[config.mk]
export PLATFORM = sky130hd
export DESIGN_NAME = fifo_rd_packer
export DESIGN_NICKNAME = d
export VERILOG_FILES = /design/src/rtl/fifo_rd_packer.sv
export SDC_FILE = /design/constraint.sdc
export NUM_CORES = 1
export LEC_CHECK = 0
export ABC_AREA = 1
export CORE_ASPECT_RATIO = 2
export CORE_MARGIN = 3
export CORE_UTILIZATION = 37
export DETAILED_ROUTE_END_ITERATION = 10
export PLACE_DENSITY = 0.61
export SYNTH_ARGS = -nofsm -noshare
export SYNTH_HDL_FRONTEND = slang
export SYNTH_SLANG_ARGS = --single-unit
[constraint.sdc]
create_clock -name rd_clk -period 2.4 [get_ports rd_clk]
set_input_delay 0.48 -clock rd_clk [delete_from_list [all_inputs] [get_ports rd_clk]]
set_output_delay 0.48 -clock rd_clk [all_outputs]
set_load 0.01 [all_outputs]
[src/rtl/fifo_rd_packer.sv]
// fifo_rd_packer: read-side consumer for the byte-wide asynchronous FIFO.
// Pulls bytes from the FIFO (1-cycle registered read data), packs them
// little-endian into WORD_BYTES-wide words and presents them on a
// valid/ready stream. A partial word is emitted on flush or idle timeout.
//
// Ports:
//   rd_clk      clock (FIFO read-side clock)
//   rst_n       asynchronous active-low reset
//   fifo_empty  FIFO empty flag
//   fifo_data   FIFO read data, valid the cycle after fifo_rd
//   fifo_rd     FIFO read strobe
//   flush       single-cycle request to emit the current partial word
//   m_data      packed word, byte0 in bits [7:0]
//   m_keep      valid-byte mask, contiguous from bit 0
//   m_valid     output word valid
//   m_ready     downstream accept
//   m_last      word produced by flush or timeout
//   busy        bytes accumulated, read in flight or word pending
module fifo_rd_packer #(
   parameter int unsigned WORD_BYTES = 4,
   parameter int unsigned TIMEOUT    = 16,
   parameter int unsigned TMR_W      = 8
) (
   input  logic                    rd_clk,
   input  logic                    rst_n,
   input  logic                    fifo_empty,
   input  logic [7:0]              fifo_data,
   output logic                    fifo_rd,
   input  logic                    flush,
   output logic [8*WORD_BYTES-1:0] m_data,
   output logic [WORD_BYTES-1:0]   m_keep,
   output logic                    m_valid,
   input  logic                    m_ready,
   output logic                    m_last,
   output logic                    busy
);

   localparam int unsigned CNT_W = $clog2(WORD_BYTES) + 1;
   localparam logic [CNT_W-1:0] FULL_CNT = CNT_W'(WORD_BYTES);
   localparam logic [TMR_W-1:0] TMR_LAST = TMR_W'(TIMEOUT - 1);

   // StDrain doubles as the flush_pending flag.
   typedef enum logic [1:0] {StFill, StHold, StDrain} state_t;

   state_t                  state_q, state_d;
   logic [CNT_W-1:0]        acc_cnt_q, acc_cnt_d;
   logic [8*WORD_BYTES-1:0] acc_data_q, acc_data_d;
   logic                    rd_pend_q;
   logic [TMR_W-1:0]        timer_q, timer_d;
   logic [8*WORD_BYTES-1:0] m_data_q, m_data_d;
   logic [WORD_BYTES-1:0]   m_keep_q, m_keep_d;
   logic                    m_valid_q, m_valid_d;
   logic                    m_last_q, m_last_d;

   logic                    flush_pending;
   logic [CNT_W-1:0]        fill_sum;

   // Read issue: counts the byte in flight so the accumulator never overflows.
   always_comb begin
      flush_pending = (state_q == StDrain);
      fill_sum      = acc_cnt_q + CNT_W'(rd_pend_q);
      fifo_rd       = !fifo_empty && (fill_sum < FULL_CNT) && !flush_pending;
   end

   always_comb begin
      logic [CNT_W-1:0]        cap_cnt;
      logic [8*WORD_BYTES-1:0] cap_data;
      logic                    slot_free;
      logic                    idle_qual;
      logic                    timeout_hit;
      logic                    flush_req;
      logic                    pending_d;

      // Accumulator after this edge's capture (if any).
      cap_cnt  = fill_sum;
      cap_data = acc_data_q;
      for (int unsigned l = 0; l < WORD_BYTES; l++) begin
         if (rd_pend_q && (acc_cnt_q == CNT_W'(l))) begin
            cap_data[8*l +: 8] = fifo_data;
         end
      end

      slot_free   = !m_valid_q || m_ready;
      idle_qual   = (acc_cnt_q != '0) && (acc_cnt_q < FULL_CNT) && !rd_pend_q && fifo_empty;
      timeout_hit = (TIMEOUT != 0) && idle_qual && (timer_q == TMR_LAST);
      flush_req   = flush || flush_pending || timeout_hit;
      pending_d   = flush_req;

      acc_cnt_d  = cap_cnt;
      acc_data_d = cap_data;
      timer_d    = (idle_qual && !timeout_hit) ? timer_q + TMR_W'(1) : '0;
      m_data_d   = m_data_q;
      m_keep_d   = m_keep_q;
      m_last_d   = m_last_q;
      m_valid_d  = m_valid_q && !m_ready;

      if (slot_free && (cap_cnt == FULL_CNT)) begin
         // Full word, including one completed by the capture on this edge.
         m_data_d   = cap_data;
         m_keep_d   = '1;
         m_last_d   = flush_req;
         m_valid_d  = 1'b1;
         acc_cnt_d  = '0;
         acc_data_d = '0;
         timer_d    = '0;
         pending_d  = 1'b0;
      end else if (flush_req && !rd_pend_q && !fifo_rd && slot_free) begin
         // Drain: nothing in flight, so acc_cnt_q is final. Empty accumulator
         // just retires the flush.
         if (acc_cnt_q != '0) begin
            m_data_d  = acc_data_q;
            for (int unsigned l = 0; l < WORD_BYTES; l++) begin
               m_keep_d[l] = (CNT_W'(l) < acc_cnt_q);
            end
            m_last_d  = 1'b1;
            m_valid_d = 1'b1;
         end
         acc_cnt_d  = '0;
         acc_data_d = '0;
         timer_d    = '0;
         pending_d  = 1'b0;
      end

      if (pending_d) begin
         state_d = StDrain;
      end else if (acc_cnt_d == FULL_CNT) begin
         state_d = StHold;
      end else begin
         state_d = StFill;
      end
   end

   always_ff @(posedge rd_clk or negedge rst_n) begin
      if (!rst_n) begin
         state_q    <= StFill;
         acc_cnt_q  <= '0;
         acc_data_q <= '0;
         rd_pend_q  <= 1'b0;
         timer_q    <= '0;
         m_data_q   <= '0;
         m_keep_q   <= '0;
         m_valid_q  <= 1'b0;
         m_last_q   <= 1'b0;
      end else begin
         state_q    <= state_d;
         acc_cnt_q  <= acc_cnt_d;
         acc_data_q <= acc_data_d;
         rd_pend_q  <= fifo_rd;
         timer_q    <= timer_d;
         m_data_q   <= m_data_d;
         m_keep_q   <= m_keep_d;
         m_valid_q  <= m_valid_d;
         m_last_q   <= m_last_d;
      end
   end

   assign m_data  = m_data_q;
   assign m_keep  = m_keep_q;
   assign m_valid = m_valid_q;
   assign m_last  = m_last_q;
   assign busy    = (acc_cnt_q != '0) || rd_pend_q || m_valid_q;

endmodule

==> reports/qor.yml <==
status:
  status: "finished, final reports clean"
synthesis:
  yosys.area_share.xor_xnor_pct: 1.26
  synth_area_mm2: 0.00418
  synth_area_leaders: "dfrtp_1, nand2_1, nand3_1"
  synthMuxAreaShare_pct: 0
  syn_area_per_cell_um2: 7.68
  yosysUniqueCellTypes: 27
  synth_top_family_by_area: "simple AND/OR/NAND/NOR gates"
  synth_cells: 544
  synth_warnings: 0
  yosys_register_bits: 84
  synth_top_area_share_pct: 50.3
  synthAdderAreaFrac_pct: 0.899
  seq_area_frac_synth_pct: 50.3
  ys.flop_type: "dfrtp_1"
  synth_largest_area_cell: "dfrtp_1"
  synthSimpleGateAreaFrac_pct: 33.6
  synth-compound-area-share_pct: 4.61
  synth-edff-count: 0
  synth_nets: 560
  ys_async_sr_fraction_pct: 100
setup_path:
  crit_fanout: 4
  criticalPathCategory: "flip-flop to output pin"
  regToRegSetupSlack_ns: 0.39
  reg2reg_from: "acc_cnt_q[0]"
  rr_endpoint: "m_data[16]"
  worstRegToRegCells: 12
  cp-start-kind: "flip-flop"
  worst-endpoint-arrival_ns: 1.80
  crit_required_ns: 1.92
  cp-end-kind: "output pin"
sta:
  slew_headroom_pct: 53.7
  hold_viol: 0
  drv_slew: 0
  fin_skew_ns: 0.00495
  worst_pin_slew_ns: 0.690
  fmax_mhz: 439
  rsz0062_at_grt: "no"
  setup_tns_ns: 0
  setup_violations: 0
  finalCriticalPeriod_ns: 2.28
  post-route-period-util_pct: 95.0
  holdWs_ns: 0.154
die:
  die_w_um: 81.1
  core_mm2: 0.0109
  die-area_mm2: 0.0127
  rows: 54
  start_util_pct: 38.2
  die_h_um: 156
  io_pins: 53
global_routing:
  antenna_found_initial: 0
  grt_pass1_vias: 3405
  track_usage_pct: 17.6
  grt-ovfl-total: 0
  grt_start_max_net_pins: 47
  grt_first_pass_wirelength_um: 17000
worst_hold_path:
  worstHoldPathType: "input pin to async pin"
clock_tree:
  clockBufferDepth: 2
  clock_latency_ns: 0.34
  cts_tree: "built"
  cts.sinks: 84
  htreeDepth: 3
  ctsRootBufferMaster: "clkbuf_16"
  postCtsHoldBufs: 0
  cts_inserted_buffers: 9
  clkTransAtPathRegs_ns: 0.06
cells_and_area:
  nFillCells: 1131
  area.growth.synth_to_final_pct: 23.5
  drive_gt1_share_pct: 7.99
  nNetsFinal: 613
  antenna_cells: 0
placement:
  place.gp.congestion: 0.828
  portBuffers: 52
  hpwl_um: 7270
drt:
  vias: 3531
  drc: 0
  drtAntennaViolNets: 0
  routedWlPerCell_um: 13.8
  routed_wl_um: 10300
  drt-pass1-iter-count: 4
  drt_iter0_markers: 236
  viasPerCell: 4.77
power_and_ir_drop:
  p_leak_uw: 0.00254
  irDropWorstVdd_v: 0.000704
  powerDensity_mw_per_mm2: 1060
run:
  maxCapViolations: 0
==> flip-flops by register name (all words and copies together), names as in the netlist <==
name,flops
acc_data_q,32
m_data,32
timer_q,8
m_keep,4
acc_cnt_q,3
state_q,2
m_last,1
m_valid,1
rd_pend_q,1
==> cell usage in the layout (no fill, tap or decap) <==
master / synthesis / final
a21oi_1: 3 / 3
buf_12: 0 / 2
buf_4: 7 / 13
bufinv_16: 0 / 1
clkbuf_16: 0 / 9
clkbuf_8: 0 / 3
clkdlybuf4s50_1: 0 / 50
clkinvlp_4: 0 / 2
dfrtp_1: 84 / 84
dlygate4sd2_1: 0 / 1
ha_1: 3 / 3
inv_1: 62 / 62
inv_2: 1 / 1
nand2_1: 207 / 207
nand2_2: 4 / 4
nand3_1: 47 / 47
nand3_2: 3 / 3
nand3b_1: 2 / 2
nand4_1: 2 / 2
nand4_4: 1 / 1
nor2_1: 47 / 47
nor2_2: 1 / 1
nor2_4: 4 / 4
nor3_1: 4 / 4
nor3_2: 4 / 4
o211ai_1: 1 / 1
o21ai_0: 24 / 24
o21ai_1: 10 / 10
xnor2_1: 2 / 2
xor2_1: 4 / 4
==> stage by stage <==
step / power (µW) / setup slack, ns / util, % / std cells / instance area, µm²
finish: 5480 / 0.120 / 47.1 / 741 / 5160
CTS: 5550 / 0.109 / 47.1 / 741 / 5160
detailed placement: 4090 / 0.174 / 44.3 / 726 / 4850
global route: 5860 / 0.00259 / 47.1 / 741 / 5160
global placement: 4020 / 0.182 / 44.3 / 726 / 4850
floorplan: 3260 / 0.611 / - / 544 / 4180
==> per-layer routing <==
metal / global-route usage (%) / share of wire (%) / vias to the layer above
met5: 0 / 0 / -
met4: 8.22 / 2.9 / 0
met3: 3.51 / 3.3 / 19
met2: 30.2 / 53 / 57
met1: 20.7 / 40 / 1681
li1: - / - / 1774
==> Yosys cell counts (4+ instances only) <==
| master | count |
|---|---|
| buf_2 | 10 |
| buf_4 | 7 |
| dfrtp_1 | 84 |
| inv_1 | 62 |
| nand2_1 | 207 |
| nand2_2 | 4 |
| nand3_1 | 47 |
| nor2_1 | 47 |
| nor2_4 | 4 |
| nor3_1 | 4 |
| nor3_2 | 4 |
| o21ai_0 | 24 |
| o21ai_1 | 10 |
| xor2_1 | 4 |
==> where the power goes <==
| group | internal (µW) | leakage, µW | switching [µW] |
|---|---|---|---|
| Clock | 886 | 0.000147 | 566 |
| Sequential | 1780 | 0.00114 | 211 |
| Combinational | 852 | 0.00125 | 1190 |
| Total | 3520 | 0.00254 | 1970 |
==> worst max-delay path: stages, from the launching register on <==
cell and delay, ns:
dfrtp_1 0.41, ha_1 0.22, ha_1 0.19, nand2_1 0.10, nand2_2 0.11, nor2_4 0.14, dlygate4sd2_1 0.28
==> logic make-up (layout without fill, tap and decap cells) <==
| kind of cell | after synthesis | after routing |
|---|---|---|
| simple gates | 326 | 326 |
| buf+inv | 87 | 144 |
| xor+xnor | 6 | 6 |
| flops | 84 | 84 |
| fa+ha+maj | 3 | 3 |
| compound gates | 38 | 38 |
==> worst max-delay path by stage <==
stage                             from        end  slack [ns]
after floorplan           acc_cnt_q[0]  m_keep[1]        0.61
after global placement      fifo_empty    fifo_rd        0.18
after detailed placement    fifo_empty    fifo_rd        0.17
after CTS                 acc_cnt_q[0]    fifo_rd        0.11
after global routing         rd_pend_q    fifo_rd       0.003
final                     acc_cnt_q[0]    fifo_rd        0.12
==> layout make-up <==
type                       count  area [µm²]  area share, %
clock inverter                 3        45.0          0.873
clock buffer                  12         267           5.17
sequential                    84        2100           40.7
inverter                      63         236           4.58
timing repair buffer          66         647           12.5
multi-input combinational    373        1690           32.7
tap                          140         175           3.40
==> repair_timing <==
item / CTS / global route
resized for setup: 1 / 0
buffers inserted: 0 / 0
endpoints found under the setup margin: 1 / 0
endpoints found under the hold margin: 0 / 0
(Power assumes the default switching activity.)
